### src/rtl/traffic_phase_ctrl_pkg.sv
// Shared codes for the traffic phase sequencer: phase encodings, mode and
// config-select codes, lamp bit positions and the owning-direction lamp map.
package traffic_phase_ctrl_pkg;

  typedef enum logic [1:0] {
    PH_GREEN  = 2'd0,
    PH_YELLOW = 2'd1,
    PH_ALLRED = 2'd2
  } phase_e;

  // mode_i codes; 2'd3 behaves like normal
  localparam logic [1:0] MODE_NORMAL = 2'd0;
  localparam logic [1:0] MODE_FLASH  = 2'd1;
  localparam logic [1:0] MODE_HOLD   = 2'd2;

  // cfg_sel_i codes
  localparam logic [1:0] SEL_NONE = 2'd0;
  localparam logic [1:0] SEL_GR   = 2'd1;
  localparam logic [1:0] SEL_YR   = 2'd2;
  localparam logic [1:0] SEL_RR   = 2'd3;

  // Bit positions inside one direction's {red,yellow,green} lamp triple
  localparam int LIGHT_GRN = 0;
  localparam int LIGHT_YEL = 1;
  localparam int LIGHT_RED = 2;

  // Lamp triple shown by the direction that currently owns the phase
  function automatic logic [2:0] owner_lamp(phase_e ph);
    logic [2:0] l;
    l = '0;
    case (ph)
      PH_GREEN:  l[LIGHT_GRN] = 1'b1;
      PH_YELLOW: l[LIGHT_YEL] = 1'b1;
      default:   l[LIGHT_RED] = 1'b1;
    endcase
    return l;
  endfunction

endpackage

### src/rtl/traffic_phase_ctrl_phase_len_cfg.sv
// Runtime-adjustable green/yellow/all-red lengths with saturating
// default/increment/decrement controls. Lengths never reach zero.
module traffic_phase_ctrl_phase_len_cfg
  import traffic_phase_ctrl_pkg::*;
#(
  parameter int TIME_W = 4,
  parameter int GR_DEF = 10,
  parameter int YR_DEF = 3,
  parameter int RR_DEF = 1
) (
  input  logic              clk_i,
  input  logic              rst_i,
  input  logic [1:0]        cfg_sel_i,
  input  logic              cfg_def_i,
  input  logic              cfg_inc_i,
  input  logic              cfg_dec_i,
  output logic [TIME_W-1:0] gr_len,
  output logic [TIME_W-1:0] yr_len,
  output logic [TIME_W-1:0] rr_len
);

  localparam logic [TIME_W-1:0] LEN_MAX = {TIME_W{1'b1}};
  localparam logic [TIME_W-1:0] LEN_MIN = TIME_W'(1);

  // def wins over inc, inc over dec; both directions saturate
  function automatic logic [TIME_W-1:0] adjust(logic [TIME_W-1:0] cur,
                                               logic [TIME_W-1:0] dflt);
    if (cfg_def_i)      return dflt;
    else if (cfg_inc_i) return (cur == LEN_MAX) ? cur : cur + 1'b1;
    else if (cfg_dec_i) return (cur > LEN_MIN) ? cur - 1'b1 : cur;
    else                return cur;
  endfunction

  // Update only the selected length register; SEL_NONE ignores all pulses
  always_ff @(posedge clk_i) begin
    // NOTE: registers take <= so every flop samples pre-edge values, exactly as the hardware does.
    if (rst_i) begin
      gr_len <= TIME_W'(GR_DEF);
      yr_len <= TIME_W'(YR_DEF);
      rr_len <= TIME_W'(RR_DEF);
    end else begin
      case (cfg_sel_i)
        SEL_GR:  gr_len <= adjust(gr_len, TIME_W'(GR_DEF));
        SEL_YR:  yr_len <= adjust(yr_len, TIME_W'(YR_DEF));
        SEL_RR:  rr_len <= adjust(rr_len, TIME_W'(RR_DEF));
        default: ;
      endcase
    end
  end

endmodule

### src/rtl/traffic_phase_ctrl.sv
// N-direction traffic-light sequencer stepped by a 1 Hz tick enable.
// Each direction runs GREEN -> YELLOW -> ALLRED, then hands over to the next.
// Supports flash, hold and latched pedestrian requests that shorten green.
module traffic_phase_ctrl
  import traffic_phase_ctrl_pkg::*;
#(
  parameter int NUM_DIR = 2,
  parameter int TIME_W  = 4,
  parameter int GR_DEF  = 10,
  parameter int YR_DEF  = 3,
  parameter int RR_DEF  = 1,
  parameter int PED_MIN = 3
) (
  input  logic                       clk_i,
  input  logic                       rst_i,
  input  logic                       tick_i,
  input  logic [1:0]                 mode_i,
  input  logic [1:0]                 cfg_sel_i,
  input  logic                       cfg_def_i,
  input  logic                       cfg_inc_i,
  input  logic                       cfg_dec_i,
  input  logic [NUM_DIR-1:0]         ped_req_i,
  output logic [3*NUM_DIR-1:0]       light_o,
  output logic [TIME_W-1:0]          time_o,
  output logic [$clog2(NUM_DIR)-1:0] dir_o
);

  localparam int                DIR_W    = $clog2(NUM_DIR);
  localparam logic [DIR_W-1:0]  LAST_DIR = DIR_W'(NUM_DIR - 1);
  localparam logic [TIME_W-1:0] PED_CNT  = TIME_W'(PED_MIN);

  logic [TIME_W-1:0] gr_len, yr_len, rr_len;

  traffic_phase_ctrl_phase_len_cfg #(
    .TIME_W (TIME_W),
    .GR_DEF (GR_DEF),
    .YR_DEF (YR_DEF),
    .RR_DEF (RR_DEF)
  ) u_len_cfg (
    .clk_i     (clk_i),
    .rst_i     (rst_i),
    .cfg_sel_i (cfg_sel_i),
    .cfg_def_i (cfg_def_i),
    .cfg_inc_i (cfg_inc_i),
    .cfg_dec_i (cfg_dec_i),
    .gr_len    (gr_len),
    .yr_len    (yr_len),
    .rr_len    (rr_len)
  );

  phase_e                 state_q, state_d;
  logic [DIR_W-1:0]       dir_q, dir_d;
  logic [TIME_W-1:0]      cnt_q, cnt_d;
  logic [NUM_DIR-1:0]     ped_q, ped_d, ped_eff;
  logic                   flash_q, flash_d;
  logic                   in_flash_q, in_flash_d;
  logic [3*NUM_DIR-1:0]   light_d;
  logic [TIME_W-1:0]      time_d;

  // Next-state: flash/exit-flash/hold/normal sequencing, ped cut, output images
  always_comb begin
    // NOTE: every variable gets a default first so no path leaves it unassigned (no latch).
    state_d    = state_q;
    dir_d      = dir_q;
    cnt_d      = cnt_q;
    flash_d    = flash_q;
    ped_eff    = ped_q | ped_req_i;
    ped_d      = ped_eff;
    in_flash_d = (mode_i == MODE_FLASH);
    light_d    = '0;
    time_d     = '0;

    if (mode_i == MODE_FLASH) begin
      if (tick_i) flash_d = ~flash_q;
    end else if (in_flash_q) begin
      // Park in all-red of the last direction so dir 0 green follows safely
      state_d = PH_ALLRED;
      dir_d   = LAST_DIR;
      cnt_d   = rr_len;
    end else if (mode_i != MODE_HOLD) begin
      if (state_q == PH_GREEN && ped_eff[dir_q] && cnt_q > PED_CNT) begin
        cnt_d = PED_CNT;
      end else if (tick_i) begin
        if (cnt_q != '0) begin
          cnt_d = cnt_q - 1'b1;
        end else begin
          case (state_q)
            PH_GREEN: begin
              state_d      = PH_YELLOW;
              cnt_d        = yr_len;
              ped_d[dir_q] = 1'b0;
            end
            PH_YELLOW: begin
              state_d = PH_ALLRED;
              cnt_d   = rr_len;
            end
            default: begin
              state_d = PH_GREEN;
              dir_d   = (dir_q == LAST_DIR) ? '0 : dir_q + 1'b1;
              cnt_d   = gr_len;
            end
          endcase
        end
      end
    end

    for (int d = 0; d < NUM_DIR; d++) begin
      if (in_flash_d) begin
        light_d[3*d+LIGHT_YEL] = flash_d;
      end else if (d == int'(dir_d)) begin
        light_d[3*d +: 3] = owner_lamp(state_d);
      end else begin
        light_d[3*d+LIGHT_RED] = 1'b1;
      end
    end

    case (cfg_sel_i)
      SEL_GR:  time_d = gr_len;
      SEL_YR:  time_d = yr_len;
      SEL_RR:  time_d = rr_len;
      default: time_d = cnt_d;
    endcase
  end

  // Phase FSM state, latches and registered outputs with synchronous reset
  always_ff @(posedge clk_i) begin
    if (rst_i) begin
      state_q    <= PH_GREEN;
      dir_q      <= '0;
      cnt_q      <= TIME_W'(GR_DEF);
      ped_q      <= '0;
      flash_q    <= 1'b0;
      in_flash_q <= 1'b0;
      time_o     <= TIME_W'(GR_DEF);
      dir_o      <= '0;
      for (int d = 0; d < NUM_DIR; d++) begin
        light_o[3*d +: 3] <= (d == 0) ? owner_lamp(PH_GREEN) : owner_lamp(PH_ALLRED);
      end
    end else begin
      state_q    <= state_d;
      dir_q      <= dir_d;
      cnt_q      <= cnt_d;
      ped_q      <= ped_d;
      flash_q    <= flash_d;
      in_flash_q <= in_flash_d;
      light_o    <= light_d;
      time_o     <= time_d;
      dir_o      <= dir_d;
    end
  end

endmodule

### config.mk
export PLATFORM = sky130hd
export DESIGN_NAME = traffic_phase_ctrl
export DESIGN_NICKNAME = d
export VERILOG_FILES = /design/src/rtl/traffic_phase_ctrl_pkg.sv /design/src/rtl/traffic_phase_ctrl_phase_len_cfg.sv /design/src/rtl/traffic_phase_ctrl.sv
export SDC_FILE = /design/constraint.sdc
export NUM_CORES = 1
export LEC_CHECK = 0
export ABC_AREA = 1
export CAP_MARGIN = 40
export CORE_MARGIN = 2
export CORE_UTILIZATION = 61
export CTS_CLUSTER_DIAMETER = 30
export DETAILED_ROUTE_END_ITERATION = 10
export GPL_TIMING_DRIVEN = 0
export PLACE_DENSITY = 0.94
export SYNTH_ARGS = -nofsm -noshare
export SYNTH_HDL_FRONTEND = slang
export SYNTH_SLANG_ARGS = --single-unit
### constraint.sdc
create_clock -name clk_i -period 2.8 [get_ports clk_i]
set_input_delay 0.56 -clock clk_i [delete_from_list [all_inputs] [get_ports clk_i]]
set_output_delay 0.56 -clock clk_i [all_outputs]
set_load 0.005 [all_outputs]
==> results of run 1 <==
registers in the layout (all words and copies together) (netlist names):
register / flops
light_o: 6
in_flash_q: 1
time_o: 4
flash_q: 1
u_len_cfg.yr_len: 4
state_q: 2
u_len_cfg.rr_len: 4
ped_q: 2
dir_q: 1
cnt_q: 4
u_len_cfg.gr_len: 4
metal layers:
layer / GRT usage, % / vias to the layer above
li1: - / 1136
met1: 38.9 / 990
met2: 44.1 / 89
met3: 4.75 / 14
met4: 11.4 / 0
met5: 0 / -
cell usage in the layout, fill, tap and decap left out, drive strengths merged, types with 3 or more instances in the layout:
master | netlist | final
o21ai | 25 | 25
ha | 10 | 10
clkbuf | 1 | 6
nand2 | 78 | 78
nand4 | 11 | 11
clkdlybuf4s50 | 0 | 20
nand3 | 21 | 21
buf | 6 | 6
dfxtp | 33 | 33
o22ai | 6 | 6
nor2 | 37 | 37
a21oi | 22 | 22
inv | 59 | 59
nor4 | 3 | 3
power groups by stage:
stage / clock network, uW / registers [uW] / logic, uW
2_1_floorplan: 0 / 530 / 190
3_3_place_gp: 0 / 534 / 269
3_5_place_dp: 0 / 534 / 276
4_1_cts: 373 / 523 / 277
5_1_grt: 390 / 528 / 316
6_report: 373 / 524 / 282
through the flow:
stage	hold slack, ns	instance area [um2]	cells	util (%)
2_1_floorplan	0.456	2210	332	-
3_3_place_gp	0.464	2470	398	72.3
3_5_place_dp	0.480	2470	398	72.3
4_1_cts	0.498	2550	406	74.8
5_1_grt	0.527	2550	406	74.8
6_report	0.494	2550	406	74.8
kinds of logic (layout without fill, tap and decap cells):
logic type | count (synthesis) | count (layout)
DFF | 33 | 33
and+or+nand+nor | 153 | 153
AOI/OAI and AO/OA | 66 | 66
buffers and inverters | 67 | 95
adders and majority gates | 10 | 10
xor gates and xnor gates | 3 | 3
cell type report:
class                      count  area (um2)  area share [%]
clock buffer                   5        37.5            1.47
clock inverter                 3        46.3            1.81
sequential                    33         661            25.9
tap                           46        57.6            2.25
timing repair buffer          20         200            7.84
inverter                      60         225            8.82
buffer                         7        38.8            1.52
multi-input combinational    232        1290            50.4
worst max-delay path by stage:
stage	start	endpoint	cells past startpoint
floorplan	cfg_inc_i	u_len_cfg.yr_len[3]	11
global placement	mode_i[0]	time_o[1]	10
detailed placement	cfg_def_i	u_len_cfg.yr_len[0]	9
CTS	dir_q	dir_o	1
global route	tick_i	light_o[4]	10
finish	dir_q	dir_o	1
worst reg2reg max path: cells and delay by family, from the launching register on:
kind	cells	cell delay (ns)
AND/OR/NAND/NOR	7	0.67
flip-flops	1	0.41
buffers and inverters	3	0.26
adder cells (fa/ha/maj)	1	0.22
AO/OA/AOI/OAI	1	0.07
==> results.json, run 1 <==
{
  "start_kind": "register",
  "synth_cell_types": 39,
  "overflow": 0,
  "chipWidth_um": 64.2,
  "setup_viol": 0,
  "max_freq_ghz": 0.525,
  "initial_utilization_pct": 64.8,
  "rr_endpoint": "light_o[2]",
  "status": "finished clean",
  "rsz0062_at_grt": "no",
  "final-hold-violation-count": 0,
  "synth.most_common_cell": "nand2_1",
  "min_path_cells": 2,
  "io_pins": 23,
  "post-route-period-util_pct": 68.0,
  "area_delta_synth_final_pct": 15.4,
  "dr.first_iter.drc_count": 248,
  "fin_crit_ns": 1.90,
  "power.share.clock_pct": 31.6,
  "ys_warn_count": 0,
  "dr_total_vias": 2229,
  "grt_util_all_layers_pct": 28.3,
  "synth-edff-count": 0,
  "cts_tree": "done",
  "yosysSeqAreaShare_pct": 29.9,
  "top_layer": "met4",
  "drcViolationCount": 0,
  "die_h_um": 64.2,
  "syn_inst": 332,
  "synth-xor-area-share_pct": 1.19,
  "synth_fa_ha_area_share_pct": 5.66,
  "synthTopCellsByArea": "dfxtp_1 (30%), nand2_1 (12%), inv_1 (8.3%), ha_1 (5.7%), o21ai_0 (4.8%)",
  "fin_ws_ns": 0.895,
  "coreArea_um2": 3420,
  "m1WireLength_um": 2520,
  "cts-resized-gates": 0,
  "slew_violations": 0,
  "r2r-start": "cnt_q[1]",
  "synth_compound_area_share_pct": 17.8,
  "cts_setup_buffers": 0,
  "p_per_area_nw_per_um2": 462,
  "fillCellCount": 273,
  "crit_chain": "clkdlybuf4s50_1",
  "ys_seq_elements": 33,
  "vias_per_cell": 5.49,
  "end_kind": "output port",
  "synthTopCellsByCount": "nand2_1 (70), inv_1 (49), dfxtp_1 (33), nor2_1 (27), o21ai_0 (21)",
  "insertion_delay_ns": 0.36,
  "cp_data_required_time_ns": 2.24,
  "met2_length_um": 2390,
  "cts_buffers": 5,
  "diodes": 0,
  "io_buffers": 20,
  "async_flop_share_pct": 0,
  "holdPathEnd": "flash_q",
  "grt_max_degree": 13,
  "path_delay_family": "buffers and inverters",
  "die-area_um2": 4120,
  "worstSetupPathType": "register to output port",
  "clock_skew_ns": 0.0144,
  "clockBufferDepth": 2,
  "critical-path-slowest-cell": "clkdlybuf4s50_1",
  "antenna_found_initial": 0,
  "p_sw_uw": 381,
  "p_leak_uw": 0.00122,
  "root_buffer": "clkbuf_4",
  "pre_cts_slack_ns": 0.607,
  "route.met3.wl_um": 409,
  "crit_fanout": 5,
  "drt_wl_total_um": 5420,
  "routedWlPerCell_um": 13.4,
  "synth_area_per_cell_um2": 6.66,
  "nets": 381,
  "p_int_uw": 799,
  "synth_top_area_cell": "dfxtp_1",
  "synth_top_area_share_pct": 29.9,
  "drtAntennaViolNets": 0,
  "cts_hold_buffers": 0,
  "worst-endpoint-arrival_ns": 1.34,
  "rr_worst_depth": 12,
  "sw_frac_of_total_pct": 32.3,
  "synth_nets": 354,
  "gp_congestion": 0.952,
  "grt_pass1_wl_um": 9070,
  "numClockSinks": 33,
  "synth_ff_type": "dfxtp_1",
  "muxShareOfSynthArea_pct": 0,
  "synth_top_family_by_area": "simple AND/OR/NAND/NOR gates",
  "grt_pass1_vias": 2009,
  "total_power_uw": 1180,
  "p_comb_share_pct": 23.9,
  "num_rows": 21,
  "first_pass_iters": 5,
  "syn-cell-area_um2": 2210,
  "clk_pin_slew_worst_paths_ns": 0.12,
  "worst_pin_slew_ns": 0.616,
  "dp_hpwl_um": 4090,
  "reg2reg_slack_ns": 1.08,
  "synthSimpleGateAreaFrac_pct": 33.5,
  "tns_ns": 0,
  "htreeDepth": 2,
  "layout-drive-gt1-share_pct": 13.9,
  "min_path_type": "register to register",
  "vdd_ir_drop_max_uv": 336,
  "critPathBufInv": 1,
  "max_stage_delay_ns": 0.54,
  "power.share.sequential_pct": 44.4,
  "drv_cap": 0,
  "slew_headroom_pct": 58.9,
  "worst_hold_startpoint": "flash_q"
}
Power figures use the tool's default switching activity.
==> run 2, diff against run 1 <==
--- a/config.mk
+++ b/config.mk
@@ -8,11 +8,11 @@
 export ABC_AREA = 1
 export CAP_MARGIN = 40
 export CORE_MARGIN = 2
-export CORE_UTILIZATION = 61
+export CORE_UTILIZATION = 51
 export CTS_CLUSTER_DIAMETER = 30
 export DETAILED_ROUTE_END_ITERATION = 10
 export GPL_TIMING_DRIVEN = 0
-export PLACE_DENSITY = 0.94
+export PLACE_DENSITY = 0.85
 export SYNTH_ARGS = -nofsm -noshare
 export SYNTH_HDL_FRONTEND = slang
 export SYNTH_SLANG_ARGS = --single-unit
==> constraint.sdc (replaced) <==
create_clock -name clk_i -period 1.72 [get_ports clk_i]
set_input_delay 0.344 -clock clk_i [delete_from_list [all_inputs] [get_ports clk_i]]
set_output_delay 0.344 -clock clk_i [all_outputs]
set_load 0.005 [all_outputs]
==> results.json, run 2 (synthesis gave the netlist of run 1 again) <==
{
  "status": "finished clean",
  "root_buffer": "clkbuf_8",
  "crit_top_cell": "nand2_1",
  "worst-endpoint-arrival_ns": 1.85,
  "htreeDepth": 2,
  "gp_congestion": 0.917,
  "slew_headroom_pct": 56.3,
  "min_path_type": "input port to register",
  "fin_hold_ws_ns": 0.443,
  "dr_total_vias": 2282,
  "nets": 385,
  "cp_data_required_time_ns": 1.90,
  "mostFrequentLayoutCell": "nand2_1",
  "slew_violations": 0,
  "coreArea_um2": 4090,
  "clock_skew_ns": 0.00773,
  "cts_tree": "done",
  "overflow": 0,
  "post-route-period-util_pct": 96.9,
  "initial_utilization_pct": 54.1,
  "antenna_found_initial": 0,
  "clockBufferDepth": 2,
  "max_freq_ghz": 0.600,
  "cts_buffers": 5,
  "largest-register": "light_o",
  "io_buffers": 20,
  "chipWidth_um": 69.9,
  "grt_util_all_layers_pct": 22.8,
  "fillCellCount": 357,
  "drv_cap": 0,
  "top_usage_layer": "met2",
  "path_delay_family": "buffers and inverters",
  "drt_wl_total_um": 5670,
  "critPathBufInv": 2,
  "vias_per_cell": 5.51,
  "met2_usage_pct": 34.8,
  "io_pins": 23,
  "numClockSinks": 33,
  "layout-drive-gt1-share_pct": 17.9,
  "drtAntennaViolNets": 0,
  "grt_pass1_vias": 1990,
  "gr-usage-met3_pct": 4.47,
  "routedWlPerCell_um": 13.7,
  "fin_crit_ns": 1.67,
  "area_delta_synth_final_pct": 20.6,
  "grt_max_degree": 13,
  "vdd_ir_drop_max_uv": 412,
  "worst_pin_slew_ns": 0.655,
  "crit_fanout": 5,
  "diodes": 0,
  "setup_viol": 0,
  "total_power_uw": 2090,
  "first_pass_iters": 5,
  "final_cell_mix": "nand2_1 (70), inv_1 (47), dfxtp_1 (28)",
  "final-hold-violation-count": 0,
  "grt_use_met1_pct": 31.7,
  "worstSetupPathType": "input port to register",
  "critical-path-slowest-cell": "clkdlybuf4s50_1",
  "largest_reg_flops": 6,
  "clk_pin_slew_worst_paths_ns": 0.07,
  "dr.first_iter.drc_count": 189,
  "start_kind": "input port",
  "die-area_um2": 4880,
  "grt_pass1_wl_um": 8980,
  "dp_hpwl_um": 3960,
  "end_kind": "register",
  "drcViolationCount": 0,
  "die_h_um": 69.9,
  "max_stage_delay_ns": 0.49,
  "p_per_area_nw_per_um2": 781,
  "num_rows": 23,
  "crit_chain": "clkdlybuf4s50_1, inv_2, nor2_4, nor2_2, o21ai_2, o21ai_1, a22oi_1, nand2_1, nand2_1, nand2_1",
  "cts_hold_buffers": 0,
  "p_leak_uw": 0.00130,
  "insertion_delay_ns": 0.30
}
[run 2: changes by cell type in the layout (fill, tap and decap cells not counted), sizes merged]
cell	change
buf	+3
clkbuf	+1
clkdlybuf4s50	-4
clkinv	-1
dlymetal6s2s	+4
inv	+1
[run 2: where the power goes]
group	switching (uW)	leakage [uW]	internal, uW
combinational	287	0.000975	192
sequential	43.6	0.000272	815
clock	314	0.0000543	433
total	645	0.00130	1440
[run 2: final timing paths]
path	slack, ns	end	start	depth (start not counted)
hold / removal	0.44	u_len_cfg.gr_len[2]	cfg_inc_i	4
hold reg to reg	0.48	flash_q	flash_q	2
setup reg to reg	0.15	u_len_cfg.yr_len[3]	u_len_cfg.yr_len[0]	11
setup / recovery	0.05	time_o[1]	mode_i[0]	10
[run 2: cell type report]
class	count	area, um2	share of cell area (%)
Multi-Input combinational cell	232	1310	49.2
Buffer	7	41.3	1.55
Tap cell	50	62.6	2.34
Clock buffer	5	68.8	2.58
Sequential cell	33	672	25.2
Timing Repair Buffer	24	240	9.00
Inverter	60	225	8.44
Clock inverter	3	46.3	1.73
[run 2: per-stage QoR]
stage | util [%] | cells | TNS (ns) | area [um2] | setup slack (ns)
finish | 65.3 | 414 | 0 | 2670 | 0.0539
global route | 65.3 | 414 | -0.128 | 2670 | -0.0535
CTS | 63.4 | 410 | 0 | 2590 | 0.0127
detailed placement | 60.6 | 402 | -4.05 | 2470 | -0.289
global placement | 60.6 | 402 | -3.30 | 2470 | -0.216
floorplan | - | 332 | 0 | 2210 | 0.268
[run 2: metal layers]
| layer | up-vias | wire length (um) |
|---|---|---|
| li1 | 1149 | - |
| met1 | 1021 | 2560 |
| met2 | 95 | 2600 |
| met3 | 17 | 395 |
| met4 | 0 | 114 |
| met5 | - | 0 |
[run 2: repair_timing]
action | in CTS | in global routing
buffers inserted | 0 | 4
setup endpoints to repair | 0 | 18
resized for setup | 0 | 22
[run 2: worst register-to-register path, delay by kind of cell, from the launching register on]
family | cells | cell delay, ns
flops | 1 | 0.37
fa+ha+maj | 1 | 0.19
buf+inv | 2 | 0.17
simple gates | 8 | 0.74
